==> src/rtl/tdm_demux8_pkg.sv <==
// Shared types for the TDM receive path and its slot counter.
// Holds the FSM state type, slot width helper and default lane count.
package tdm_pkg;

  typedef enum logic {
    IDLE,
    COLLECT
  } state_e;

  localparam int DEFAULT_LANES = 8;

  function automatic int slot_w(input int lanes);
    return $clog2(lanes);
  endfunction

endpackage

==> src/rtl/tdm_demux8_if.sv <==
// Serial-in / word-out bundle of the TDM demultiplexer.
// master: transmitter + word consumer; slave: the demux itself.
interface tdm_demux8_if
  import tdm_pkg::*;
#(
  parameter int LANES = DEFAULT_LANES,
  parameter int SEL_W = slot_w(LANES)
);

  logic             in;
  logic             in_valid;
  logic             in_ready;
  logic             frame_start;
  logic [LANES-1:0] out;
  logic             out_valid;
  logic             out_ready;
  logic [SEL_W-1:0] sel;
  logic             frame_err;

  modport master (
    output in,
    output in_valid,
    output frame_start,
    output out_ready,
    input  in_ready,
    input  out,
    input  out_valid,
    input  sel,
    input  frame_err
  );

  modport slave (
    input  in,
    input  in_valid,
    input  frame_start,
    input  out_ready,
    output in_ready,
    output out,
    output out_valid,
    output sel,
    output frame_err
  );

endinterface

==> src/rtl/tdm_demux8_slot_counter.sv <==
// Mod-LANES slot counter, shared with the transmit-side mux select.
// Ports: clk_i, rst_i, inc_i, load0_i (restart at slot 0), cnt_o, wrap_o.
module tdm_slot_counter
  import tdm_pkg::*;
#(
  parameter int LANES = DEFAULT_LANES,
  parameter int SEL_W = slot_w(LANES)
) (
  input  logic             clk_i,
  input  logic             rst_i,
  input  logic             inc_i,
  input  logic             load0_i,
  output logic [SEL_W-1:0] cnt_o,
  output logic             wrap_o
);

  logic [SEL_W-1:0] cnt_q;
  logic [SEL_W-1:0] cnt_d;
  logic [SEL_W-1:0] base;

  // load0 re-bases the count at slot 0 before the increment,
  // so a restart beat lands in slot 0 and leaves the count at 1.
  assign base   = load0_i ? '0 : cnt_q;
  assign wrap_o = inc_i && (base == SEL_W'(LANES - 1));
  assign cnt_o  = cnt_q;

  always_comb begin
    cnt_d = cnt_q;
    if (inc_i) begin
      cnt_d = wrap_o ? '0 : base + SEL_W'(1);
    end else if (load0_i) begin
      cnt_d = '0;
    end
  end

  always_ff @(posedge clk_i) begin
    if (rst_i) begin
      cnt_q <= '0;
    end else begin
      cnt_q <= cnt_d;
    end
  end

endmodule

==> src/rtl/tdm_demux8.sv <==
// 1:LANES time-division demux: serial beats in, assembled word out.
// Ports: clk, rst (sync, high), bus (slave side of tdm_demux8_if).
module tdm_demux8
  import tdm_pkg::*;
#(
  parameter int LANES     = DEFAULT_LANES,
  parameter bit LSB_FIRST = 1'b1
) (
  input logic         clk,
  input logic         rst,
  tdm_demux8_if.slave bus
);

  localparam int SEL_W = slot_w(LANES);

  state_e state_q, state_d;

  logic [LANES-1:0] asm_q, asm_d;
  logic [LANES-1:0] out_q, out_d;
  logic             ov_q, ov_d;
  logic             err_q, err_d;
  logic [LANES-1:0] word;

  logic [SEL_W-1:0] sel;
  logic [SEL_W-1:0] slot;
  logic [SEL_W-1:0] lane;
  logic             last;
  logic             acc;
  logic             inc;
  logic             load0;
  logic             wrap;

  // Only the final beat can stall: it needs the output register free.
  assign last  = (state_q == COLLECT) && (sel == SEL_W'(LANES - 1));
  assign bus.in_ready = !(last && ov_q && !bus.out_ready);

  assign acc   = bus.in_valid && bus.in_ready;
  assign load0 = acc && bus.frame_start;
  assign inc   = acc && ((state_q == COLLECT) || bus.frame_start);

  assign slot  = load0 ? '0 : sel;
  assign lane  = LSB_FIRST ? slot : SEL_W'(LANES - 1) - slot;

  tdm_slot_counter #(
    .LANES (LANES),
    .SEL_W (SEL_W)
  ) u_cnt (
    .clk_i   (clk),
    .rst_i   (rst),
    .inc_i   (inc),
    .load0_i (load0),
    .cnt_o   (sel),
    .wrap_o  (wrap)
  );

  always_comb begin
    state_d = state_q;
    asm_d   = asm_q;
    out_d   = out_q;
    ov_d    = ov_q;
    word    = asm_q;

    if (inc) begin
      // A frame_start beat drops whatever partial word was held.
      if (load0) begin
        word = '0;
      end
      word[lane] = bus.in;
      asm_d = word;
    end

    // Completion wins over drain: no bubble when both coincide.
    if (wrap) begin
      out_d = word;
      asm_d = '0;
      ov_d  = 1'b1;
    end else if (ov_q && bus.out_ready) begin
      ov_d  = 1'b0;
    end

    err_d = acc && (bus.frame_start ? (state_q == COLLECT)
                                    : (state_q == IDLE));

    unique case (state_q)
      IDLE:    if (load0) state_d = COLLECT;
      COLLECT: if (wrap)  state_d = IDLE;
      default: state_d = IDLE;
    endcase
  end

  always_ff @(posedge clk) begin
    if (rst) begin
      state_q <= IDLE;
      asm_q   <= '0;
      out_q   <= '0;
      ov_q    <= 1'b0;
      err_q   <= 1'b0;
    end else begin
      state_q <= state_d;
      asm_q   <= asm_d;
      out_q   <= out_d;
      ov_q    <= ov_d;
      err_q   <= err_d;
    end
  end

  assign bus.out       = out_q;
  assign bus.out_valid = ov_q;
  assign bus.sel       = sel;
  assign bus.frame_err = err_q;

endmodule

==> src/flat_wrapper.sv <==
// flat-port wrapper written by rule: the top's interface ports become plain ports
module tdm_demux8_flat import tdm_pkg::*;
#(
  parameter int LANES     = DEFAULT_LANES,
  parameter bit LSB_FIRST = 1'b1
)
  (clk, rst, bus_in, bus_in_valid, bus_frame_start, bus_out_ready, bus_in_ready, bus_out, bus_out_valid, bus_sel, bus_frame_err);
  tdm_demux8_if #(.LANES(LANES)) bus_i ();
  input logic clk;
  input logic rst;
  input wire logic [$bits(bus_i.in)-1:0] bus_in;
  input wire logic [$bits(bus_i.in_valid)-1:0] bus_in_valid;
  input wire logic [$bits(bus_i.frame_start)-1:0] bus_frame_start;
  input wire logic [$bits(bus_i.out_ready)-1:0] bus_out_ready;
  output wire logic [$bits(bus_i.in_ready)-1:0] bus_in_ready;
  output wire logic [$bits(bus_i.out)-1:0] bus_out;
  output wire logic [$bits(bus_i.out_valid)-1:0] bus_out_valid;
  output wire logic [$bits(bus_i.sel)-1:0] bus_sel;
  output wire logic [$bits(bus_i.frame_err)-1:0] bus_frame_err;
  assign bus_i.in = bus_in;
  assign bus_i.in_valid = bus_in_valid;
  assign bus_i.frame_start = bus_frame_start;
  assign bus_i.out_ready = bus_out_ready;
  assign bus_in_ready = bus_i.in_ready;
  assign bus_out = bus_i.out;
  assign bus_out_valid = bus_i.out_valid;
  assign bus_sel = bus_i.sel;
  assign bus_frame_err = bus_i.frame_err;
  tdm_demux8 #(.LANES(LANES), .LSB_FIRST(LSB_FIRST)) u_core (.clk(clk), .rst(rst), .bus(bus_i));
endmodule
==> config.mk <==
export PLATFORM = sky130hd
export DESIGN_NAME = tdm_demux8_flat
export DESIGN_NICKNAME = d
export VERILOG_FILES = /design/src/rtl/tdm_demux8_pkg.sv /design/src/rtl/tdm_demux8_if.sv /design/src/rtl/tdm_demux8_slot_counter.sv /design/src/rtl/tdm_demux8.sv /design/src/flat_wrapper.sv
export SDC_FILE = /design/constraint.sdc
export NUM_CORES = 1
export LEC_CHECK = 0
export BUFFER_PORTS_ARGS = -buffer_cell sky130_fd_sc_hd__buf_4
export CORE_MARGIN = 3
export CORE_UTILIZATION = 30
export DETAILED_ROUTE_END_ITERATION = 12
export GPL_TIMING_DRIVEN = 0
export HOLD_SLACK_MARGIN = 0.06
export REMOVE_ABC_BUFFERS = 1
export SLEW_MARGIN = 20
export SYNTH_ARGS = -nofsm -noshare
export SYNTH_HDL_FRONTEND = slang
export SYNTH_SLANG_ARGS = --single-unit
==> constraint.sdc <==
create_clock -name clk -period 3.5 [get_ports clk]
set_clock_uncertainty 0.2 [all_clocks]
set_input_delay 0 -clock clk [delete_from_list [all_inputs] [get_ports clk]]
set_output_delay 0 -clock clk [all_outputs]
set_load 0.005 [all_outputs]
==> impl_results.md <==
- Status: complete, no violations
- First-pass GRT wire length: 3880 µm
- Register area: between 400 and 500 µm²
- Setup TNS: 0 ns
- Leakage power: 0.465 nW
- # rows: 20
- Multi-input logic area: 541 µm²
- Fillers: 346
- Final ANT Viol Nets: 0
- Crit-path max cell delay: between 0.5 and 0.6 ns
- Peak Freq: 404 MHz
- Hold Crit Endpoint: u_core.bus.out[7]
- Worst setup SP type: register
- Req. time, crit path: approximately 3.6 ns
- Die outline height: about 65 µm
- Yosys cell types: 36
- Slowest cell on the critical path: dlygate4sd3_1
- Synth area leader: dfxtp_1
- Cells on worst reg2reg path: 5
- Critical Path AT: 2.54 ns
- Clock-pin slew on the worst setup and hold paths: 0.12 ns
- Slew HR: 64.3%
- Ant diodes: 0
- Synth top area share: 40.9%
- Dpl hpwl: 1640 µm
- Placed cell area: 1170 µm²
- Post-synth EDFFs: 0
- Worst-Margin Slew: between 0.5 and 0.6 ns
- Worst r2r dst: u_core.u_cnt.cnt_o[0]
- Mapped Area: 1030 µm²
- Post-synthesis register bit count: 21
- RSZ-0062 raised after global routing: false
- Layout cells sized above 1: 18.8%
- Hold path depth: 2
- Final setup vio count: 0
- Placer congestion estimate: 0.845
- CTS H-tree lvls: 1
- Clk root buf: clkbuf_4
- Max-cap viol count: 0
- Sequential share of the synthesized area: 40.9%
- NumNets Final: 152
- Period minus WS final: 2.48 ns
- Worst skew pair latency: 0.31 ns
- Gr usage total: 11.8%
- Initial Utilization: approximately 33%
- Bufs and invs on worst path: 2
- Worst path cell trace: nand4b_1, nor2_1, inv_1, a311oi_1, dlygate4sd3_1
- Die ar.: approximately 4200 µm²
- Vias: ~950
- Hold Violations, Final: 0
- Postcts setup bufs: 0
- Area contributors post-synth: dfxtp_1, a21oi_1, nor2_1
- Max Root-Sink Buffers: 2
- R2r startpoint: u_core.u_cnt.cnt_o[0]
- Initial antenna violation count: 0
- Port Buf Inserts: 19
- Drt drc: 0
- Largest net degree at the start of global routing: 16
- # placed instances: ~180
- Cells after Synth: approximately 120
- Io pins: 20
- Routed WL per cell: 12.7 µm
- Post-synth top flop: dfxtp_1
- Vias per inst: 5.06
- CTS tree: built
- Total CTS buffers: 3
- DRT iter0 DRCs: 43
- Non-filler instance count after layout: 188
- Design Area, Final: 1270 µm²
- Die X-Extent: 64.6 µm
- Pwr Density: 326 nW/µm²
- Critical path peak fanout: 13
- Worst Hold Class: reg2reg
- Pins Over Slew Limit: 0
- Syn_area_per_cell: 8.29 µm²
- Gr ovfl total: 0
- Yosys Warn Count: 0
- Clk sinks: 21
- Vias in the first global route: 852
- Period utilisation layout: 70.7%
- R2R setup slack: 1.02 ns
- Stages on the worst setup path: 5
- Core area: 3150 µm²
- Area delta synth->final: 23.2%
- Drt total wl: between 2000 and 2500 µm
- 1st-pass router iterations: 4
- Hold Path Origin: u_core.bus.out[7]
- CP Class: reg2reg
- Async set-reset flop share out of synthesis: 0%
- Top cell family by delay on the critical path: buffers and inverters
- VDD IR max: roughly 0.12 mV
- CP Capture Type: register
[worst max-delay path by stage]
stage / start / to / slack, ns
finish: u_core.u_cnt.cnt_o[0] / u_core.u_cnt.cnt_o[0] / 1.02
CTS: u_core.u_cnt.cnt_o[0] / u_core.u_cnt.cnt_o[0] / 1.09
global route: u_core.u_cnt.cnt_o[0] / u_core.u_cnt.cnt_o[0] / 0.82
detailed placement: u_core.state_q / u_core.bus.out[2] / 1.18
floorplan: u_core.state_q / u_core.bus.out[0] / 1.51
global placement: u_core.state_q / u_core.bus.out[2] / 1.20
[cells in the final DEF, fill, tap and decap left out, types with 2 or more instances in the layout]
cell type / Yosys / routed
clkbuf_4: 0 / 3
nor2_1: 15 / 15
inv_1: 3 / 3
dlygate4sd3_1: 0 / 7
buf_4: 2 / 19
dfxtp_1: 21 / 21
a211oi_2: 2 / 2
nand3_1: 6 / 6
and3b_1: 2 / 2
nor2b_1: 3 / 3
o21ai_0: 4 / 4
nand2_1: 14 / 14
a211oi_1: 3 / 3
a21oi_1: 13 / 13
a32oi_1: 2 / 2
nand2b_1: 4 / 4
nand4_1: 4 / 4
[synth_stat cells (2+ instances only)]
library cell,instances
nor2b_1,3
o21ai_0,4
buf_2,3
nor2_1,15
inv_1,3
nand4_1,4
a32oi_1,2
dfxtp_1,21
buf_4,2
clkbuf_1,4
a211oi_2,2
nand3_1,6
and3b_1,2
a211oi_1,3
nand2_1,14
nand2b_1,4
a21oi_1,13
[through the flow]
step | setup WS, ns | hold slack [ns] | util, % | power [mW]
floorplan | 1.51 | -0.135 | - | 0.273
global placement | 1.20 | 0.0695 | 37.1 | 0.292
detailed placement | 1.18 | 0.0755 | 37.1 | 0.292
CTS | 1.09 | 0.266 | 40.2 | 0.418
global route | 0.824 | 0.290 | 40.2 | 0.434
finish | 1.02 | 0.258 | 40.2 | 0.414
[tightest hold or removal path: cells and delay by family (launching register included)]
family / cells / cell delay (ns)
and+or+nand+nor: 1 / 0.05
AOI/OAI and AO/OA: 1 / 0.05
DFF: 1 / 0.33
[flip-flops by register name, summed over array words and instances (netlist names)]
name / flops
u_core.asm_q: 7
u_core.bus.frame_err: 1
u_core.bus.out: 8
u_core.bus.out_valid: 1
u_core.state_q: 1
u_core.u_cnt.cnt_o: 3
[layout make-up]
cell class	instances	share of cell area [%]
multi-input combinational	90	42.6
tap	44	4.34
timing repair buffer	26	16.8
clock inverter	1	0.395
inverter	3	0.888
clock buffer	3	1.78
sequential	21	33.2
[cell families after synthesis]
logic type / Yosys count / synth area share, %
adders and majority gates: 1 / 1.22
muxes: 2 / 2.07
AOI/OAI and AO/OA: 32 / 20.6
and+or+nand+nor: 55 / 28.7
DFF: 21 / 40.9
buffers and inverters: 13 / 6.57
[power by group]
part           leakage [nW]  switching, mW  internal (mW)
combinational         0.278         0.0238         0.0224
clock                0.0177         0.0770         0.0428
sequential            0.170        0.00533          0.243
total                 0.465          0.106          0.308
[layer usage]
layer	global-route usage, %	part of all wire [%]
met5	0	0
met4	7.12	2.6
met3	2.08	4.7
met2	18.4	45
met1	15.0	48
[timing repair]
item,4_1_cts,5_1_grt
endpoints found under the hold margin,21,0
hold buffers,7,0
resized for setup,0,0
(Power assumes the default switching activity.)
